==> src/rtl/jnot_drv_pkg.sv <==
// Shared types and constants for the RSFQ inverter (jnot) pulse driver.
package jnot_drv_pkg;

    typedef enum logic [1:0] {
        IDLE  = 2'd0,
        RUN   = 2'd1,
        DRAIN = 2'd2
    } drv_state_t;

    typedef struct packed {
        logic valid;
        logic bit_val;
    } tag_t;

    localparam int SETUP_MIN_TICKS = 8;
    localparam int MAX_LOW_TICKS   = 4;

endpackage

==> src/rtl/jnot_frame_timer.sv <==
// Frame tick counter with din / cell-clock pulse and dout sample-window decode.
module jnot_frame_timer #(
    parameter int FRAME_T  = 20,
    parameter int DIN_LEAD = 10,
    parameter int PULSE_W  = 2,
    parameter int WIN_LO   = 5,
    parameter int WIN_HI   = 10
) (
    input  logic clk,
    input  logic rst_n,
    input  logic run,
    output logic frame_start,
    output logic frame_end,
    output logic din_pulse,
    output logic clk_pulse,
    output logic in_window
);

    localparam int TW        = $clog2(FRAME_T + 1);
    localparam int WIN_FIRST = DIN_LEAD + WIN_LO;
    // A window reaching the next frame start is clamped to this frame's last tick.
    localparam int WIN_LAST  = (DIN_LEAD + WIN_HI > FRAME_T - 1) ? FRAME_T - 1 : DIN_LEAD + WIN_HI;

    logic [TW-1:0] tick;
    int            tv;

    assign tv = {{(32-TW){1'b0}}, tick};

    always_ff @(posedge clk or negedge rst_n) begin
        if (!rst_n) begin
            tick <= '0;
        end else if (!run || tv == FRAME_T - 1) begin
            tick <= '0;
        end else begin
            tick <= tick + 1'b1;
        end
    end

    assign frame_start = run && (tv == 0);
    assign frame_end   = run && (tv == FRAME_T - 1);
    assign din_pulse   = run && (tv < PULSE_W);
    assign clk_pulse   = run && (tv >= DIN_LEAD) && (tv < DIN_LEAD + PULSE_W);
    assign in_window   = run && (tv >= WIN_FIRST) && (tv <= WIN_LAST);

endmodule

==> src/rtl/jnot_pulse_driver.sv <==
// Stream-to-pulse driver for clocked RSFQ inverter cells with windowed dout decode.
// Optional dout timing checker enabled by defining JNOT_DRV_TIMING_CHECK_EN.
module jnot_pulse_driver
    import jnot_drv_pkg::*;
#(
    parameter int FRAME_T  = 20,
    parameter int DIN_LEAD = 10,
    parameter int PULSE_W  = 2,
    parameter int WIN_LO   = 5,
    parameter int WIN_HI   = 10,
    parameter int RES_LAT  = 1
) (
    input  logic clk,
    input  logic rst_n,
    input  logic enable,
    input  logic bit_in,
    input  logic bit_valid,
    output logic bit_ready,
    output logic cell_din,
    output logic cell_clk,
    input  logic cell_dout,
    output logic res_valid,
    output logic res_bit,
    output logic err
);

    if (DIN_LEAD < SETUP_MIN_TICKS) begin : g_bad_setup
        $fatal(1, "DIN_LEAD=%0d below setup minimum %0d", DIN_LEAD, SETUP_MIN_TICKS);
    end
    if (DIN_LEAD >= FRAME_T || DIN_LEAD + PULSE_W > FRAME_T || PULSE_W < 1) begin : g_bad_pulse
        $fatal(1, "cell clock pulse does not fit in frame");
    end
    if (DIN_LEAD + WIN_HI > FRAME_T || WIN_LO > WIN_HI) begin : g_bad_window
        $fatal(1, "dout sample window does not fit in frame");
    end
    if (RES_LAT < 0 || RES_LAT > 3) begin : g_bad_lat
        $fatal(1, "RES_LAT=%0d out of range 0..3", RES_LAT);
    end

    drv_state_t state, state_nx;
    tag_t       pipe [RES_LAT+1];
    tag_t       retire;
    logic       run, xfer, low_seen, flag_now, pending_after;
    logic       frame_start, frame_end, din_pulse, clk_pulse, in_window;

    jnot_frame_timer #(
        .FRAME_T (FRAME_T),
        .DIN_LEAD(DIN_LEAD),
        .PULSE_W (PULSE_W),
        .WIN_LO  (WIN_LO),
        .WIN_HI  (WIN_HI)
    ) u_timer (
        .clk        (clk),
        .rst_n      (rst_n),
        .run        (run),
        .frame_start(frame_start),
        .frame_end  (frame_end),
        .din_pulse  (din_pulse),
        .clk_pulse  (clk_pulse),
        .in_window  (in_window)
    );

    assign run      = (state != IDLE);
    assign xfer     = (state == RUN) && frame_start && bit_valid;
    assign flag_now = low_seen | (in_window & ~cell_dout);
    // pipe[0] is the current frame's tag; pipe[RES_LAT] owns this frame's window.
    assign retire   = pipe[RES_LAT];

    always_comb begin
        pending_after = 1'b0;
        for (int i = 0; i < RES_LAT; i++) begin
            pending_after = pending_after | pipe[i].valid;
        end
    end

    always_ff @(posedge clk or negedge rst_n) begin
        if (!rst_n) begin
            state <= IDLE;
        end else begin
            state <= state_nx;
        end
    end

    always_ff @(posedge clk or negedge rst_n) begin
        if (!rst_n) begin
            low_seen <= 1'b0;
            for (int i = 0; i <= RES_LAT; i++) begin
                pipe[i] <= '0;
            end
        end else if (frame_end) begin
            low_seen <= 1'b0;
            pipe[0]  <= '0;
            for (int i = 1; i <= RES_LAT; i++) begin
                pipe[i] <= pipe[i-1];
            end
        end else begin
            if (in_window && !cell_dout) begin
                low_seen <= 1'b1;
            end
            if (frame_start) begin
                pipe[0] <= {xfer, xfer & bit_in};
            end
        end
    end

    always_comb begin
        state_nx  = state;
        bit_ready = 1'b0;
        cell_din  = 1'b0;
        cell_clk  = 1'b0;
        res_valid = 1'b0;
        res_bit   = 1'b0;
        case (state)
            IDLE: begin
                if (enable) state_nx = RUN;
            end
            RUN: begin
                bit_ready = frame_start;
                // First din tick follows the live handshake; later ticks use the stored tag.
                cell_din  = frame_start ? (bit_valid & bit_in)
                                        : (din_pulse & pipe[0].valid & pipe[0].bit_val);
                if (frame_end && !enable) state_nx = DRAIN;
            end
            DRAIN: begin
                if (frame_end && !pending_after) state_nx = IDLE;
            end
            default: state_nx = IDLE;
        endcase
        if (run) begin
            cell_clk  = clk_pulse;
            res_valid = frame_end & retire.valid;
            res_bit   = frame_end & retire.valid & flag_now;
        end
    end

`ifdef JNOT_DRV_TIMING_CHECK_EN
    logic [2:0]  low_run;
    logic [15:0] viol_cnt;
    logic        viol, err_q;

    // low_run counts preceding consecutive low ticks, so the fifth low tick violates.
    assign viol = !cell_dout && (!in_window || {29'd0, low_run} >= MAX_LOW_TICKS);

    always_ff @(posedge clk or negedge rst_n) begin
        if (!rst_n) begin
            low_run  <= '0;
            viol_cnt <= '0;
            err_q    <= 1'b0;
        end else begin
            low_run <= cell_dout ? 3'd0 : ((low_run == 3'd7) ? low_run : low_run + 3'd1);
            if (viol) begin
                err_q <= 1'b1;
                if (viol_cnt != 16'hFFFF) viol_cnt <= viol_cnt + 16'd1;
            end
        end
    end

    assign err = err_q;
`else
    assign err = 1'b0;
`endif

endmodule
==> config.mk <==
export PLATFORM = sky130hd
export DESIGN_NAME = jnot_pulse_driver
export DESIGN_NICKNAME = d
export VERILOG_FILES = /design/src/rtl/jnot_drv_pkg.sv /design/src/rtl/jnot_frame_timer.sv /design/src/rtl/jnot_pulse_driver.sv
export SDC_FILE = /design/constraint.sdc
export NUM_CORES = 1
export LEC_CHECK = 0
export BUFFER_PORTS_ARGS = -buffer_cell sky130_fd_sc_hd__buf_4
export CAP_MARGIN = 20
export CORE_MARGIN = 5
export CORE_UTILIZATION = 45
export CTS_BUF_LIST = sky130_fd_sc_hd__clkbuf_8
export DETAILED_ROUTE_END_ITERATION = 8
export GPL_ROUTABILITY_DRIVEN = 1
export PLACE_DENSITY = 0.71
export SYNTH_ARGS = -nofsm -noshare
export SYNTH_HDL_FRONTEND = slang
export SYNTH_SLANG_ARGS = --single-unit
==> constraint.sdc <==
create_clock -name clk -period 1.69 [get_ports clk]
set_input_delay 0.169 -clock clk [delete_from_list [all_inputs] [get_ports clk]]
set_output_delay 0.169 -clock clk [all_outputs]
set_load 0.02 [all_outputs]
# == Word level (Yosys, flattened, before mapping) ==
# Cells that the tools add are included.
# totals
register_bits,11
latchBits,0
mem_bits_rw,0
mem_bits_ro,0
input_bits,6
word_cells,65
n_memories,0
# classes
n_addsub,1
n_mul,0
n_div,0
n_lt_le_gt_ge,5
eq_ne,6
shift,0
muxes,15
bitwise,9
n_reduce_logical,23
# ops
operator,n
32-bit zero test,1
1-bit logical AND,12
"5-bit by 4-bit >= comparator with 1-bit output, second input constant",2
2-bit two-way mux,5
1-bit two-way mux,8
1-bit AND,7
2-bit case mux with 3 select lines,1
2-bit nonzero test,3
"5-bit by 1-bit adder with 5-bit output, second input constant",1
"5-bit == test, second input constant",1
"5-bit <= comparator, second input constant",1
"5-bit by 2-bit < comparator with 1-bit output, second input constant",1
"5-bit by 4-bit < comparator with 1-bit output, second input constant",1
5-bit two-way mux,1
1-bit zero test,4
"2-bit != test, second input constant",2
3-bit AND reduction,1
"2-bit by 1-bit == test with 1-bit output, second input constant",1
"2-bit == test, second input constant",1
2-bit zero test,1
"2-bit by 1-bit != test with 1-bit output, second input constant",1
1-bit logical OR,1
1-bit NOT,1
1-bit bitwise OR,1

# == Logic depth before layout (Yosys ltp) ==
# Gate-level depths: netlist (run 1).
# logic_depth
word_depth,7
mapped_depth,6
mapped_depth_nobuf,6

# == Hierarchy ==
# Synthesis (run 1) repeated with hierarchy kept, for this count alone.
# unflattened
hier_cells,72
hier_area_um2,665.6
# by_module_without_submodules
mod,n_inst,cells_per_inst,area_per_inst_um2,seq_area_each_um2
jnot_pulse_driver,1,37,349.1,150.1
jnot_frame_timer,1,35,316.6,125.1

# == Worst setup path after synthesis (run 1) ==
# Ideal clock, no wire load.
# synth_path
path_type,register -> output
from,register u_timer.tick[1]
to,output res_bit
arrival_time_ps,1895
required_ps,1521
slack_ps,-374
path_stages_with_launch,5
path_buffers,0
cell_sequence,dfrtp_1 ha_1 nand4bb_1 nor3b_1 nor3b_2
# synth_via
elab_chain_len,7
elab_cells_between_ends,11
# synth_rtl
item,line_no,rtl
start: declaration,jnot_frame_timer.sv:24,logic [TW-1:0] tick;
start signal: assignment,jnot_frame_timer.sv:35,tick <= tick + 1'b1;
5-bit by 4-bit >= comparator with 1-bit output,jnot_frame_timer.sv:43,assign in_window = run && (tv >= WIN_FIRST) && (tv <= WIN_LAST);
1-bit logical AND (2 in series),jnot_frame_timer.sv:43,
1-bit AND,jnot_pulse_driver.sv:65,assign flag_now = low_seen | (in_window & ~cell_dout);
1-bit bitwise OR,jnot_pulse_driver.sv:65,
1-bit AND (*),jnot_pulse_driver.sv:132,res_bit = frame_end & retire.valid & flag_now;
1-bit two-way mux (*),jnot_pulse_driver.sv:129,if (run) begin
end: declaration,jnot_pulse_driver.sv:23,"output logic res_bit,"
# Mark *: on every way between the ends. The rest lies on a longest branch, timed or not.

# == Final worst setup path (run 1) ==
# Ends and elaborated chain as after synthesis.

==> qor.yml, run 1 <==
tightest_slew_ns: 0.555
grt_usage_pct: 15.8
crit_path_cell_trace: "ha_2, buf_6, nand3b_1, a211oi_2, nor3b_2, buf_4"
rr_worst_depth: 6
synth-compound-area-share_pct: 12.7
peakVddDrop_v: 0.00124
num-fill-cells: 110
status: "complete, but fails checks"
start_util_pct: 46.0
path_class: "reg -> out"
cp-start-kind: "register"
layout.nets: 104
vias: 612
synth_edf_count: 0
path_max_fanout: 3
numCtsBuffers: 3
min_period_over_period_pct: 109
areaGrowthSynthToFinish_pct: 50.8
timing.final.max_slew_violations: 0
grt_pass1_vias: 639
h-tree-depth: 1
clock_latency_ns: 0.24
maxCapViolations: 0
final.min_clock_period_ns: 1.84
crit_arrival_ns: 1.67
synth-xor-area-share_pct: 2.62
cts_tree: "done"
gp_congestion: 0.833
place_hpwl_um: 1140
syn_area_per_cell_sq_um: 9.70
violations: "setup timing"
drtIter0Drc: 10
yosys.area_share.adder_pct: 7.48
die_area_sq_um: 2360
ys_seq_area_share_pct: 41.1
syn_inst: 69
fp.dieH_um: 48.6
synth_simple_gate_area_share_pct: 29.7
muxShareOfSynthArea_pct: 1.68
design_area_sq_um: 1010
drtAntennaViolNets: 0
numPortBuffers: 10
rsz0062_at_grt: "true"
cts_buffer_depth: 2
hold_depth: 2
rows: 14
p_leak_uw: 0.000432
syn-cell-area_sq_um: 669
setup_tns_ns: -0.225
drive_gt1_share_pct: 48.4
total_power_uw: 1760
gr-total-overflow: 0
diodes: 0
drt-vias-per-instance: 5.61
skew_ns: 0.00251
yosysUniqueCellTypes: 34
setup_viol: 2
hold_viol: 0
cellPowerDensity_nw_per_um2: 1750
critPathRequiredTime_ns: 1.52
min_path_type: "in -> reg"
synth_top_family_by_area: "simple AND/OR/NAND/NOR gates"
grt_max_degree: 12
core_area_sq_um: 1450
pin_count: 12
multiInputGateArea_sq_um: 469
cts_sinks: 11
ys_top_cells_by_area: "dfrtp_1 (41%), ha_1 (7.5%), nor2_1 (5.0%)"
avgRoutedWirePerCell_um: 15.4
seq_area_sq_um: 275
routed_wirelength_um: 1680
yosys_warnings: 0
synth_top_area_share_pct: 41.1
critPathCaptureType: "output pin"
synthFlopType: "dfrtp_1"
grt_pass1_wl_um: 2890
die_width_um: 48.6
clk_pin_slew_ns: 0.05
antenna_found_initial: 0
postLayoutSetupSlackWorst_ns: -0.148
clockRootBuffer: "clkbuf_8"
cp_slowest_stage_delay_ns: 0.39
placed_area_sq_um: 831
async_reset_ff_share_pct: 100
crit_slowest_cell: "dfrtp_1"
whs_ns: 0.113
drc: 0
yosysTopAreaCell: "dfrtp_1"
timing.fmax_mhz: 544
ys_ff_latch: 11
synth_nets: 79
max_slew_margin_pct: 62.6
drtPass1Iterations: 4
[state kept, by name, summed over array words and instances (netlist names)]
signal,cells
pending_after,1
state,2
pipe,2
u_timer.tick,5
low_seen,1
[Yosys cell counts, types with 2 or more instances]
| cell | instances |
|---|---|
| inv_1 | 4 |
| nand2b_1 | 2 |
| nor2_1 | 9 |
| dfrtp_1 | 11 |
| nand3b_1 | 2 |
| a21oi_1 | 3 |
| o21ai_0 | 3 |
| o31ai_1 | 3 |
| or4_1 | 2 |
| nor3_1 | 3 |
| ha_1 | 4 |
[where the power goes]
part / switching [uW] / internal (uW) / total [uW]
combinational: 504 / 532 / 1040
clock: 103 / 160 / 263
sequential: 94.9 / 371 / 466
total: 701 / 1060 / 1760
[layout by cell type (no fill, tap or decap), types with 3 or more instances in the layout]
cell type / n
dfrtp_1: 11
a21oi_1: 3
inv_1: 3
nor2_1: 9
buf_6: 4
buf_4: 17
clkbuf_8: 3
o21ai_0: 3
o31ai_1: 3
[worst max-delay path, delay by kind of cell, from the launching register on]
| family | cells | cell delay (ns) |
|---|---|---|
| flip-flops | 1 | 0.39 |
| AO/OA/AOI/OAI | 1 | 0.27 |
| buffers and inverters | 2 | 0.29 |
| adder cells (fa/ha/maj) | 1 | 0.21 |
| AND/OR/NAND/NOR | 2 | 0.27 |
[through the flow]
step	cells	setup WS, ns	util [%]
floorplan	69	-0.141	-
global placement	102	0.0362	57.1
detailed placement	102	-0.0261	57.1
CTS	109	-0.132	65.7
global route	109	-0.245	69.4
finish	109	-0.148	69.4
[final timing paths]
check / end / from / slack [ns]
worst min register to register: pipe[1] / pipe[1] / 0.50
max in group asynchronous: u_timer.tick[0] / rst_n / 1.24
min in group asynchronous: state[1] / rst_n / 0.30
worst max-delay path: res_bit / u_timer.tick[1] / -0.15
worst max register to register: pipe[2] / u_timer.tick[1] / 0.18
worst min-delay path: state[1] / enable / 0.11
[logic make-up (layout without fill, tap and decap cells)]
group | Yosys count | after routing
xor gates and xnor gates | 2 | 2
other | 1 | 1
AOI/OAI and AO/OA | 13 | 13
adders and majority gates | 4 | 4
DFF | 11 | 11
muxes | 1 | 1
buffers and inverters | 6 | 30
and+or+nand+nor | 31 | 31
[repair_timing]
item | 4_1_cts | 5_1_grt
pin swaps | 6 | 2
endpoints found under the hold margin | 11 | 0
setup buffers | 2 | 0
hold buffers | 1 | 0
resized for setup | 13 | 9
setup endpoints to repair | 3 | 5
[metal layers]
metal  part of all wire [%]  vias up  wire length [um]  track usage (%)
li1                       -      297                 -                -
met5                      0        -                 0                0
met3                    5.4        5                91             4.91
met1                     41      294               696             19.2
met4                    2.3        0                38             8.07
met2                     51       16               853             25.0
[final cells by class]
cell class / instances / area share, %
well taps: 16 / 1.98
clock buffers: 3 / 4.09
repair buffers: 22 / 18.1
inverters: 4 / 1.73
flip-flops and latches: 11 / 27.3
clock inverters: 1 / 0.372
multi-input cells: 52 / 46.5
(Power assumes the default switching activity.)
==> run 2, diff against run 1 <==
--- a/config.mk
+++ b/config.mk
@@ -5,6 +5,7 @@
 export SDC_FILE = /design/constraint.sdc
 export NUM_CORES = 1
 export LEC_CHECK = 0
+export ABC_AREA = 1
 export BUFFER_PORTS_ARGS = -buffer_cell sky130_fd_sc_hd__buf_4
 export CAP_MARGIN = 20
 export CORE_MARGIN = 5
@@ -12,7 +13,7 @@
 export CTS_BUF_LIST = sky130_fd_sc_hd__clkbuf_8
 export DETAILED_ROUTE_END_ITERATION = 8
 export GPL_ROUTABILITY_DRIVEN = 1
-export PLACE_DENSITY = 0.71
+export PLACE_DENSITY = 0.7
 export SYNTH_ARGS = -nofsm -noshare
 export SYNTH_HDL_FRONTEND = slang
 export SYNTH_SLANG_ARGS = --single-unit
==> qor.yml, run 2 <==
timing.final.max_slew_violations: 0  # unchanged
pwr-share-comb_pct: 53.4  # was 58.7%
clockRootBuffer: "clkbuf_8"  # unchanged
ys_top_cells_by_area: "dfrtp_1 (38%), ha_1 (6.8%), inv_1 (6.7%)"  # was dfrtp_1 (41%), ha_1 (7.5%), nor2_1 (5.0%)
gr-total-overflow: 0  # unchanged
grt_usage_pct: 12.8  # was 15.8%
core_area_sq_um: 1520  # was 1450 sq um
utilization_pct: 64.0  # was 69.4%
areaGrowthSynthToFinish_pct: 33.2  # was 50.8%
skew_ns: 0.000925  # was 0.00251 ns
synthFlopType: "dfrtp_1"  # unchanged
synth_nets: 96  # was 79
postLayoutSetupSlackWorst_ns: -0.0389  # was -0.148 ns
crit_arrival_ns: 1.56  # was 1.67 ns
use_met1_pct: 15.4  # was 19.2%
ys_ff_latch: 11  # unchanged
final.min_clock_period_ns: 1.73  # was 1.84 ns
place_hpwl_um: 1070  # was 1140 um
ys_seq_area_share_pct: 37.6  # was 41.1%
cp-start-kind: "register"  # unchanged
regMostFlops: "u_timer.tick"  # unchanged
globalRouteMet2Util_pct: 21.3  # was 25.0%
timing.fmax_mhz: 578  # was 544 MHz
min_period_over_period_pct: 102  # was 109%
path_max_fanout: 2  # was 3
cts_tree: "done"  # unchanged
power.switching_uw: 650  # was 701 uW
busiest_layer: "met2"  # unchanged
gp_congestion: 0.730  # was 0.833
peakVddDrop_v: 0.000868  # was 0.00124 V
syn-cell-area_sq_um: 732  # was 669 sq um
yosysTopAreaCell: "dfrtp_1"  # unchanged
diodes: 0  # unchanged
drt-vias-per-instance: 5.10  # was 5.61
yosysMostFrequentCell: "inv_1"  # was dfrtp_1
rsz0062_at_grt: "true"  # unchanged
synth_edf_count: 0  # unchanged
status: "complete, but fails checks"  # unchanged
grt_pass1_vias: 593  # was 639
drc: 0  # unchanged
grt_max_degree: 12  # unchanged
cellPowerDensity_nw_per_um2: 1600  # was 1750 nW/um^2
yosys_warnings: 0  # unchanged
antenna_found_initial: 0  # unchanged
h-tree-depth: 1  # unchanged
p_sw_share_pct: 41.6  # was 39.8%
p_leak_uw: 0.000485  # was 0.000432 uW
numCtsBuffers: 3  # unchanged
path_class: "reg -> out"  # unchanged
synth_top_area_share_pct: 37.6  # was 41.1%
drive_gt1_share_pct: 40.2  # was 48.4%
drtIter0Drc: 10  # unchanged
rows: 14  # unchanged
yosys-top-cells-count: "inv_1 (13), nand2_1 (12), dfrtp_1 (11)"  # was dfrtp_1 (11), nor2_1 (9), ha_1 (4), inv_1 (4)
setup_viol: 1  # was 2
clkPwrFrac_pct: 17.4  # was 14.9%
critPathRequiredTime_ns: 1.52  # about the same
maxCapViolations: 0  # unchanged
grt_pass1_wl_um: 2500  # was 2890 um
cts_sinks: 11  # unchanged
layout.nets: 118  # was 104
clock_latency_ns: 0.24  # about the same
routed_wirelength_um: 1470  # was 1680 um
die_width_um: 50.3  # was 48.6 um
violations: "setup timing"  # unchanged
layout_commonest_cell: "buf_4"  # unchanged
use_met3_pct: 2.96  # was 4.91%
min_path_type: "in -> reg"  # unchanged
async_reset_ff_share_pct: 100  # unchanged
fp.dieH_um: 50.3  # was 48.6 um
largest_reg_flops: 5  # unchanged
cts_buffer_depth: 2  # unchanged
final_cell_mix: "buf_4 (13), nand2_1 (12), inv_1 (11)"  # was buf_4 (17), dfrtp_1 (11), nor2_1 (9)
drtPass1Iterations: 4  # unchanged
pin_count: 12  # unchanged
start_util_pct: 48.0  # was 46.0%
yosysUniqueCellTypes: 24  # was 34
stdcell_count: 123  # was 109
drtAntennaViolNets: 0  # unchanged
p_seq_share_pct: 29.3  # was 26.4%
avgRoutedWirePerCell_um: 11.9  # was 15.4 um
critPathCaptureType: "output pin"  # unchanged
hold_viol: 0  # unchanged
dpl_worst_slack_ns: 0.171  # was -0.0261 ns
vias: 627  # was 612
die_area_sq_um: 2530  # was 2360 sq um
top_regs: "u_timer.tick (5), pipe (2), state (2)"  # unchanged
syn_inst: 86  # was 69
clk_pin_slew_ns: 0.05  # about the same
syn_area_per_cell_sq_um: 8.51  # was 9.70 sq um
numPortBuffers: 10  # unchanged
internal_power_uw: 913  # was 1060 uW
dp_cells: 115  # was 102
setup_tns_ns: -0.0389  # was -0.225 ns
run 2: cell types whose count changed in the layout (fill, tap and decap cells not counted), sizes merged, moves of 2 or more:
| cell | before | now |
|---|---|---|
| inv | 5 | 13 |
| or4 | 2 | 0 |
| nand3b | 2 | 0 |
| nand3 | 1 | 13 |
| nor3 | 3 | 1 |
| buf | 21 | 17 |
| nand2 | 0 | 14 |
| nand2b | 2 | 0 |
| nor2 | 10 | 15 |
| o31ai | 3 | 0 |
run 2: layout make-up:
cell class                 count  area, sq um
clock inverter                 1         5.00
clock buffer                   3         41.3
sequential                    11          277
fill                         129          549
tap                           16         20.0
timing repair buffer          18          153
multi-input combinational     61          428
inverter                      13         51.3
run 2: path summary, 6_finish.rpt:
check | slack [ns] | depth (start not counted) | from | to
max in group asynchronous | 1.23 | 2 | rst_n | u_timer.tick[2]
hold / removal | 0.15 | 3 | bit_valid | pending_after
setup / recovery | -0.04 | 9 | u_timer.tick[1] | res_bit
min in group asynchronous | 0.30 | 2 | rst_n | u_timer.tick[0]
setup reg to reg | 0.40 | 8 | u_timer.tick[1] | low_seen
hold reg to reg | 0.50 | 2 | pipe[2] | pipe[2]
run 2: cells by family (layout without fill, tap and decap cells):
family,Yosys count,after routing,share of synthesized area (%)
simple gates,48,48,40.7
fa+ha+maj,4,4,6.84
flops,11,11,37.6
compound gates,8,8,6.67
other cells,1,1,0.512
buf+inv,14,35,7.69
run 2: per-layer routing:
metal	vias up	part of all wire (%)
met5	-	0
met1	292	42
li1	318	-
met2	12	52
met3	5	4.2
met4	0	2.0
run 2: stage by stage:
step,area (sq um),total power (uW),hold WS [ns]
after floorplan,732,933,-0.127
after global placement,850,1130,0.0117
after detailed placement,850,1140,0.0138
after CTS,946,1510,0.145
after global routing,975,1710,0.174
final,975,1560,0.155
run 2: critical path: stages (launching register included):
cell     delay (ns)
dfrtp_1        0.37
ha_2           0.19
nand2_1        0.05
nor2_1         0.09
ha_1           0.14
nor2_1         0.04
nand2_1        0.07
nand3_2        0.09
a21oi_2        0.14
buf_6          0.13
run 2: power by group through the flow:
stage | sequential [uW] | combinational (uW) | clock (uW)
finish | 458 | 834 | 271
global route | 470 | 944 | 299
CTS | 455 | 773 | 277
global placement | 450 | 678 | 0
detailed placement | 454 | 687 | 0
floorplan | 466 | 467 | 0
run 2: repair_timing:
item                       4_1_cts  5_1_grt
pin swaps                        3        4
hold buffers                     1        0
gates resized for setup          6        8
setup buffers                    3        0
setup endpoints to repair        2        4
hold endpoints to repair        11        0
